==> src/rtl/uart_command_frame_rx.sv <==
// uart_command_frame_rx
//   Assembles UART bytes into 5-byte command frames (HEAD0 HEAD1 CMD VAL CHK).
//   A frame is good when:
//     - CHK == CMD ^ VAL, and
//     - the upper nibbles of CMD and VAL are both zero.
//   Frame outcomes:
//     - Good frame: the ctrl/value nibbles update and O_command_flag pulses
//       one cycle after the CHK strobe.
//     - Bad frame: O_frame_err pulses instead.
//     - Inter-byte timeout inside a frame: O_frame_err pulses and the receiver
//       returns to hunting for HEAD0.
// Ports
//   clk, rst_n        clock, asynchronous active-low reset
//   I_rx_data[7:0]    received byte, qualified by I_rx_valid
//   I_rx_valid        one-cycle strobe per received byte
//   O_command_flag    one-cycle pulse: good frame, nibbles valid this cycle
//   O_ctrl_command    ctrl nibble of last good frame (CMD[3:0])
//   O_value_command   value nibble of last good frame (VAL[3:0])
//   O_frame_err       one-cycle pulse: checksum/reserved-bit error or timeout
module uart_command_frame_rx #(
    parameter logic [7:0] P_HEAD0   = 8'h55,
    parameter logic [7:0] P_HEAD1   = 8'hAA,
    parameter int         P_TIMEOUT = 1_000_000,
    parameter int         P_TO_W    = 20
) (
    input  logic       clk,
    input  logic       rst_n,
    input  logic [7:0] I_rx_data,
    input  logic       I_rx_valid,
    output logic       O_command_flag,
    output logic [3:0] O_ctrl_command,
    output logic [3:0] O_value_command,
    output logic       O_frame_err
);

    typedef enum logic [2:0] {S_HEAD0, S_HEAD1, S_CMD, S_VAL, S_CHK} state_t;

    localparam logic [P_TO_W-1:0] TO_MAX = P_TO_W'(P_TIMEOUT);

    state_t            state_q, state_d;
    logic [7:0]        cmd_q, cmd_d;
    logic [7:0]        val_q, val_d;
    logic [3:0]        ctrl_q, ctrl_d;
    logic [3:0]        value_q, value_d;
    logic              flag_q, flag_d;
    logic              err_q, err_d;
    logic [P_TO_W-1:0] to_cnt_q, to_cnt_d;
    logic              timeout;

    // A strobe in the same cycle as a saturated counter takes priority.
    assign timeout = !I_rx_valid && (state_q != S_HEAD0) && (to_cnt_q == TO_MAX);

    always_comb begin
        state_d = state_q;
        cmd_d   = cmd_q;
        val_d   = val_q;
        ctrl_d  = ctrl_q;
        value_d = value_q;
        flag_d  = 1'b0;
        err_d   = 1'b0;
        if (I_rx_valid) begin
            unique case (state_q)
                S_HEAD0: if (I_rx_data == P_HEAD0) state_d = S_HEAD1;
                S_HEAD1: begin
                    // A repeated HEAD0 keeps us waiting for HEAD1 (resync).
                    if (I_rx_data == P_HEAD1)      state_d = S_CMD;
                    else if (I_rx_data != P_HEAD0) state_d = S_HEAD0;
                end
                S_CMD: begin
                    cmd_d   = I_rx_data;
                    state_d = S_VAL;
                end
                S_VAL: begin
                    val_d   = I_rx_data;
                    state_d = S_CHK;
                end
                S_CHK: begin
                    state_d = S_HEAD0;
                    if (I_rx_data == (cmd_q ^ val_q) &&
                        cmd_q[7:4] == 4'h0 && val_q[7:4] == 4'h0) begin
                        flag_d  = 1'b1;
                        ctrl_d  = cmd_q[3:0];
                        value_d = val_q[3:0];
                    end else begin
                        err_d = 1'b1;
                    end
                end
                default: state_d = S_HEAD0;
            endcase
        end else if (timeout) begin
            state_d = S_HEAD0;
            err_d   = 1'b1;
        end
    end

    // Inter-byte timer: idle while hunting for HEAD0, restarted by each byte.
    always_comb begin
        to_cnt_d = to_cnt_q;
        if (I_rx_valid || state_q == S_HEAD0 || timeout) to_cnt_d = '0;
        else if (to_cnt_q != TO_MAX)                      to_cnt_d = to_cnt_q + P_TO_W'(1);
    end

    always_ff @(posedge clk or negedge rst_n) begin
        if (!rst_n) begin
            state_q  <= S_HEAD0;
            cmd_q    <= '0;
            val_q    <= '0;
            ctrl_q   <= '0;
            value_q  <= '0;
            flag_q   <= 1'b0;
            err_q    <= 1'b0;
            to_cnt_q <= '0;
        end else begin
            state_q  <= state_d;
            cmd_q    <= cmd_d;
            val_q    <= val_d;
            ctrl_q   <= ctrl_d;
            value_q  <= value_d;
            flag_q   <= flag_d;
            err_q    <= err_d;
            to_cnt_q <= to_cnt_d;
        end
    end

    assign O_command_flag  = flag_q;
    assign O_frame_err     = err_q;
    assign O_ctrl_command  = ctrl_q;
    assign O_value_command = value_q;

endmodule
==> config.mk <==
export PLATFORM = sky130hd
export DESIGN_NAME = uart_command_frame_rx
export DESIGN_NICKNAME = d
export VERILOG_FILES = /design/src/rtl/uart_command_frame_rx.sv
export SDC_FILE = /design/constraint.sdc
export NUM_CORES = 1
export LEC_CHECK = 0
export ABC_AREA = 1
export CORE_UTILIZATION = 60
export CTS_CLUSTER_SIZE = 25
export DETAILED_ROUTE_END_ITERATION = 12
export GPL_TIMING_DRIVEN = 1
export MAX_ROUTING_LAYER = met4
export PLACE_DENSITY = 0.82
export RECOVER_POWER = 25
export SKIP_CTS_REPAIR_TIMING = 1
export SYNTH_ARGS = -nofsm -noshare
export SYNTH_HDL_FRONTEND = slang
export SYNTH_SLANG_ARGS = --single-unit
==> constraint.sdc <==
create_clock -name clk -period 2.2 [get_ports clk]
set_input_delay 0.44 -clock clk [delete_from_list [all_inputs] [get_ports clk]]
set_output_delay 0.44 -clock clk [all_outputs]
set_load 0.1 [all_outputs]
---- Word level (Yosys, flattened, before mapping) ----
Cells that the tools add are included.
word-level totals
  register bits after elaboration ......... 49
  bits in latches ......................... 0
  bits in writable memories ............... 0
  ROM bits ................................ 0
  input port bits ......................... 11
  output and inout port bits .............. 10
  word-level logic and storage cells ...... 54
  memories kept ........................... 0
operators by class
  add/subtract/negate cells ............... 1
  multiply operators ...................... 0
  divide/modulo/power cells ............... 0
  order comparisons ....................... 0
  eq/ne operators ......................... 12
  shift-type cells ........................ 0
  multiplexer cells ....................... 15
  bitwise logic cells ..................... 1
  reductions and logical operators ........ 17
operators with widths
  kind                                                              count
  20-bit two-way mux                                                2
  20-bit by 1-bit adder with 20-bit output (second input constant)  1
  20-bit == test (second input constant)                            1
  20-bit != test (second input constant)                            1
  3-bit two-way mux                                                 5
  3-bit case mux with 4 select lines                                1
  8-bit by 7-bit == test with 1-bit output (second input constant)  1
  8-bit == test                                                     1
  8-bit == test (second input constant)                             1
  4-bit zero test                                                   2
  8-bit by 7-bit != test with 1-bit output (second input constant)  1
  8-bit XOR                                                         1
  1-bit two-way mux                                                 7
  3-bit by 2-bit == test with 1-bit output (second input constant)  2
  3-bit AND reduction                                               2
  1-bit logical AND                                                 4
  4-bit != test (second input constant)                             1
  2-bit AND reduction                                               2
  2-bit nonzero test                                                2
  3-bit by 1-bit == test with 1-bit output (second input constant)  1
  3-bit == test (second input constant)                             1
  3-bit zero test                                                   1
  3-bit != test (second input constant)                             1
  3-bit nonzero test                                                1
  other kinds (2)                                                   3

---- Depth between registers and ports, before layout ----
  depth after elaboration ................. 7
  gate-level depth with buffers ........... 11
  mapped depth without buffers ............ 11

---- Least setup slack after synthesis ----
OpenSTA, ideal clock, no wires.
  path type ............................... flip-flop to flip-flop
  start ................................... register to_cnt_q[0]
  end ..................................... register to_cnt_q[16]
  setup time .............................. 0.120 ns
  arrival ................................. 1.265 ns
  required time ........................... 2.080 ns
  path slack .............................. 0.815 ns
  cell stages (with the launch flop) ...... 10
  buffers on the path ..................... 0
  period minus slack after synthesis ...... 1.385 ns
  cell sequence ........................... dfrtp_1 -> ha_1 -> nand2_1 -> inv_1 -> nand2_1 -> nor2_2 -> nand2_2 -> nor2_1 -> nand2_1 -> nor3b_2
on the way
  word-level cells in the longest chain between the ends .. 4
  elaborated cells on any way between the ends .. 8
  those cells by class .................... add/sub: 1; eq/ne: 2; mux: 2; reduce/logical: 3
ends and longest elaborated chain
  what                                                                              line  RTL
  from (decl)                                                                       47    logic [P_TO_W-1:0] to_cnt_q, to_cnt_d;
  from (signal assigned)                                                            121   to_cnt_q <= to_cnt_d;
  branches (longest 4 deep; another with 20-bit by 1-bit adder with 20-bit output)  n/a
Parallel ways; which one is timed is not known. The select of a mux whose other input is x is not followed.
A chain may end at the register's enable or synchronous reset.

---- Worst setup path in the final report ----
  start ................................... input port I_rx_data[3]
  end ..................................... register ctrl_q[0], in the netlist O_ctrl_command[0]
on the way
  word-level cells in the longest chain between the ends .. 4
ends and longest elaborated chain
  what                                  line  RTL
  from (decl)                           28    input logic [7:0] I_rx_data,
  8-bit == test                         79    if (I_rx_data == (cmd_q ^ val_q) &&
  1-bit logical AND                     79
  1-bit logical AND                     80    cmd_q[7:4] == 4'h0 && val_q[7:4] == 4'h0) begin
  3-bit AND reduction (no source line)  n/a
  to (signal assigned)                  117   ctrl_q <= ctrl_d;
  to (decl)                             43    logic [3:0] ctrl_q, ctrl_d;
No other way between the ends.

==> summary.md <==
| Metric | Value |
|---|---|
| Status | `finished, final reports clean` |
| Share of total power in combinational logic | `33.3%` |
| WP buf/inv | `2` |
| Yosys cell types | `29` |
| CTS clk-pin slew, worst paths | `0.08 ns` |
| Post-route ant nets | `0` |
| Rows | `23` |
| Slew @ Worst Pin | `0.924 ns` |
| Top Family by Delay on Critical Path | `simple AND/OR/NAND/NOR gates` |
| Largest net degree at the start of global routing | `20` |
| Commonest cells post-synth | `102 x nand2_1, 55 x inv_1, 49 x dfrtp_1, 38 x nor2_1, 32 x nand3_1` |
| TritonCTS Sinks | `49` |
| Cell Int Power | `1620 uW` |
| Routed WL per cell | `11.9 um` |
| Syn-to-layout area delta | `12.1%` |
| Layout Skew | `0.00420 ns` |
| Slowest stage delay, CP | `0.53 ns` |
| Die area | `4760 um2` |
| Critical Path, Cell by Cell | `clkdlybuf4s50_1, inv_1, nand3_1, nand2_1, nor2_1, nand2_1, nor2_4, nand3_1, nand2_1` |
| Dpl cells | `426` |
| All-Layer GR Usage | `25.9%` |
| Number of antenna violations at the first check in global routing | `0` |
| Hold WC Path Type | `in -> async` |
| Clk Tree Root Cell | `clkbuf_8` |
| Part of the cycle the worst path needs | `75.6%` |
| Max Slew Vio Count | `0` |
| Total core area | `4140 um2` |
| Worst relative slew slack | `38.4%` |
| IO buf count | `20` |
| RSZ-0062 raised after global routing | `false` |
| Longest Clk Path Bufs | `2` |
| Filler cells | `328` |
| Synth area leaders | `dfrtp_1 46%, nand2_1 14%, inv_1 7.7%` |
| Final core utilization | `72.8%` |
| Post-DR vias/cell | `5.22` |
| HPWL after detailed placement | `3920 um` |
| Die Span X | `69.0 um` |
| Most used DFF post-synth | `dfrtp_1` |
| Net count, final | `396` |
| Vias in the first global route | `2015` |
| Cell taking the most area after synthesis | `dfrtp_1` |
| Setup_tns | `0 ns` |
| Setup crit start kind | `input port` |
| RePlAce Congestion | `0.911` |
| Pwr Density | `879 nW/um2` |
| Most common cell type on the critical path | `nand2_1` |
| MaxCap Viol Count | `0` |
| Synth Instances | `354` |
| Cell Area, Synth | `2690 um2` |
| Initial DRC count | `189` |
| Non-filler cells in the finished layout | `434` |
| Drt first pass iters | `5` |
| P_leak | `0.00151 uW` |
| Synth warnings | `0` |
| Synth Register Bits | `49` |
| Cts bufs inserted | `5` |
| Post-Syn Nets | `367` |
| Flop pwr share | `47.5%` |
| Die Span Y | `69.0 um` |
| Final min period | `1.66 ns` |
| Total gr overflow | `0` |
| Fmax | `601 MHz` |
| Initial core utilization | `64.9%` |
| Critical path arrival | `1.91 ns` |
| Critical path's slowest cell | `clkdlybuf4s50_1` |
| H-tree depth | `2` |
| Sw Ratio | `38.8%` |
| Layout cells sized above 1 | `12.2%` |
| Ys async rst share | `100%` |
| DRC violations left | `0` |
| Syn Area/Cell | `7.60 um2` |
| Worst Path Required | `2.45 ns` |
| Crit path capture type | `flop` |
| Clock Power Share | `19.2%` |
| Count leader, synth | `nand2_1` |
| Setup CP Type | `in -> reg` |
| CTS tree | `yes` |
| DRT Wirelength | `5180 um` |
| # setup viols final | `0` |
| CP max FO | `8` |
| Vias | `2265` |
| IO Count | `21` |
| Antenna cells | `0` |
| Switching power | `1030 uW` |
| Register area share after synthesis | `45.6%` |
| Max IR drop VDD | `0.000545 V` |
| Worst skew pair latency | `0.30 ns` |
| First-pass GRT wire length | `8670 um` |
| Synth top area share | `45.6%` |
| Post-synth EDFFs | `0` |
| Fin. Hold Viols | `0` |
-- worst paths after layout --
kind / from / slack, ns / to / depth (start not counted)
max: I_rx_data[3] / 0.54 / O_ctrl_command[0]$_DFFE_PN0P_ / 9
min: rst_n / 0.24 / O_value_command[3]$_DFFE_PN0P_ / 1
max reg2reg: to_cnt_q[0]$_DFFE_PN0P_ / 0.58 / to_cnt_q[16]$_DFFE_PN0P_ / 9
min reg2reg: O_ctrl_command[1]$_DFFE_PN0P_ / 0.47 / O_ctrl_command[1]$_DFFE_PN0P_ / 2
max in group asynchronous: rst_n / 0.76 / to_cnt_q[0]$_DFFE_PN0P_ / 2
min in group clk: O_ctrl_command[1]$_DFFE_PN0P_ / 0.47 / O_ctrl_command[1]$_DFFE_PN0P_ / 2
-- placed cells by master (no fill, tap or decap) --
| master | count |
|---|---|
| buf_4 | 14 |
| a31oi_1 | 2 |
| nor2_2 | 4 |
| nand2_2 | 4 |
| nor2_1 | 38 |
| xnor2_1 | 2 |
| nand2_1 | 102 |
| nand2_4 | 1 |
| nor3b_1 | 1 |
| a21oi_1 | 3 |
| ha_1 | 2 |
| o21ai_0 | 11 |
| clkbuf_8 | 5 |
| nor3_1 | 11 |
| clkdlybuf4s50_1 | 9 |
| inv_1 | 55 |
| nor3_2 | 3 |
| nand3_4 | 1 |
| nand3_2 | 1 |
| dfrtp_1 | 49 |
| inv_2 | 1 |
| nor3_4 | 1 |
| nor4_1 | 2 |
| o21ai_2 | 8 |
| nand3_1 | 32 |
| nor3b_2 | 2 |
| nand4_1 | 6 |
| clkbuf_1 | 5 |
| nor2_4 | 2 |
| or2_1 | 1 |
| xor2_1 | 6 |
-- power groups by stage --
stage	Combinational, uW	Clock, uW	Sequential (uW)
global placement	866	0	1260
floorplan	695	0	1260
global route	1040	552	1280
CTS	893	523	1250
detailed placement	891	0	1270
finish	883	509	1260
-- sequential cells by signal (all words and copies together) (netlist names) --
register,cells
O_command_flag,1
O_ctrl_command,4
O_frame_err,1
O_value_command,4
cmd_q,8
state_q,3
to_cnt_q,20
val_q,8
-- metrics by stage --
| step | hold slack [ns] | total power, uW | worst slack (ns) | instance area [um2] |
|---|---|---|---|---|
| floorplan | 0.144 | 1950 | 0.815 | 2690 |
| detailed placement | 0.383 | 2160 | 0.242 | 2940 |
| global placement | 0.381 | 2130 | 0.253 | 2940 |
| global route | 0.317 | 2870 | 0.426 | 3020 |
| finish | 0.245 | 2650 | 0.537 | 3020 |
| CTS | 0.0572 | 2670 | 0.558 | 3020 |
-- area by class of cell --
class	count	area [um2]	area share, %
Multi-Input combinational cell	246	1230	40.9
Tap cell	50	62.6	2.07
Timing Repair Buffer	25	203	6.72
Clock buffer	8	80.1	2.65
Inverter	56	210	6.97
Sequential cell	49	1230	40.6
-- metal layers --
layer / GRT usage [%] / vias up / wire length (um)
met2: 38.3 / 47 / 2280
met1: 35.2 / 1040 / 2590
met4: 8.67 / 0 / 58
met3: 5.43 / 7 / 252
li1: - / 1171 / -
met5: - / - / 0
-- kinds of logic after synthesis --
kind of cell | share of synthesized area [%]
DFF | 45.6
adders and majority gates | 0.930
buffers and inverters | 8.51
AOI/OAI and AO/OA | 5.67
and+or+nand+nor | 36.7
xor gates and xnor gates | 2.60
Power figures use the tool's default switching activity.
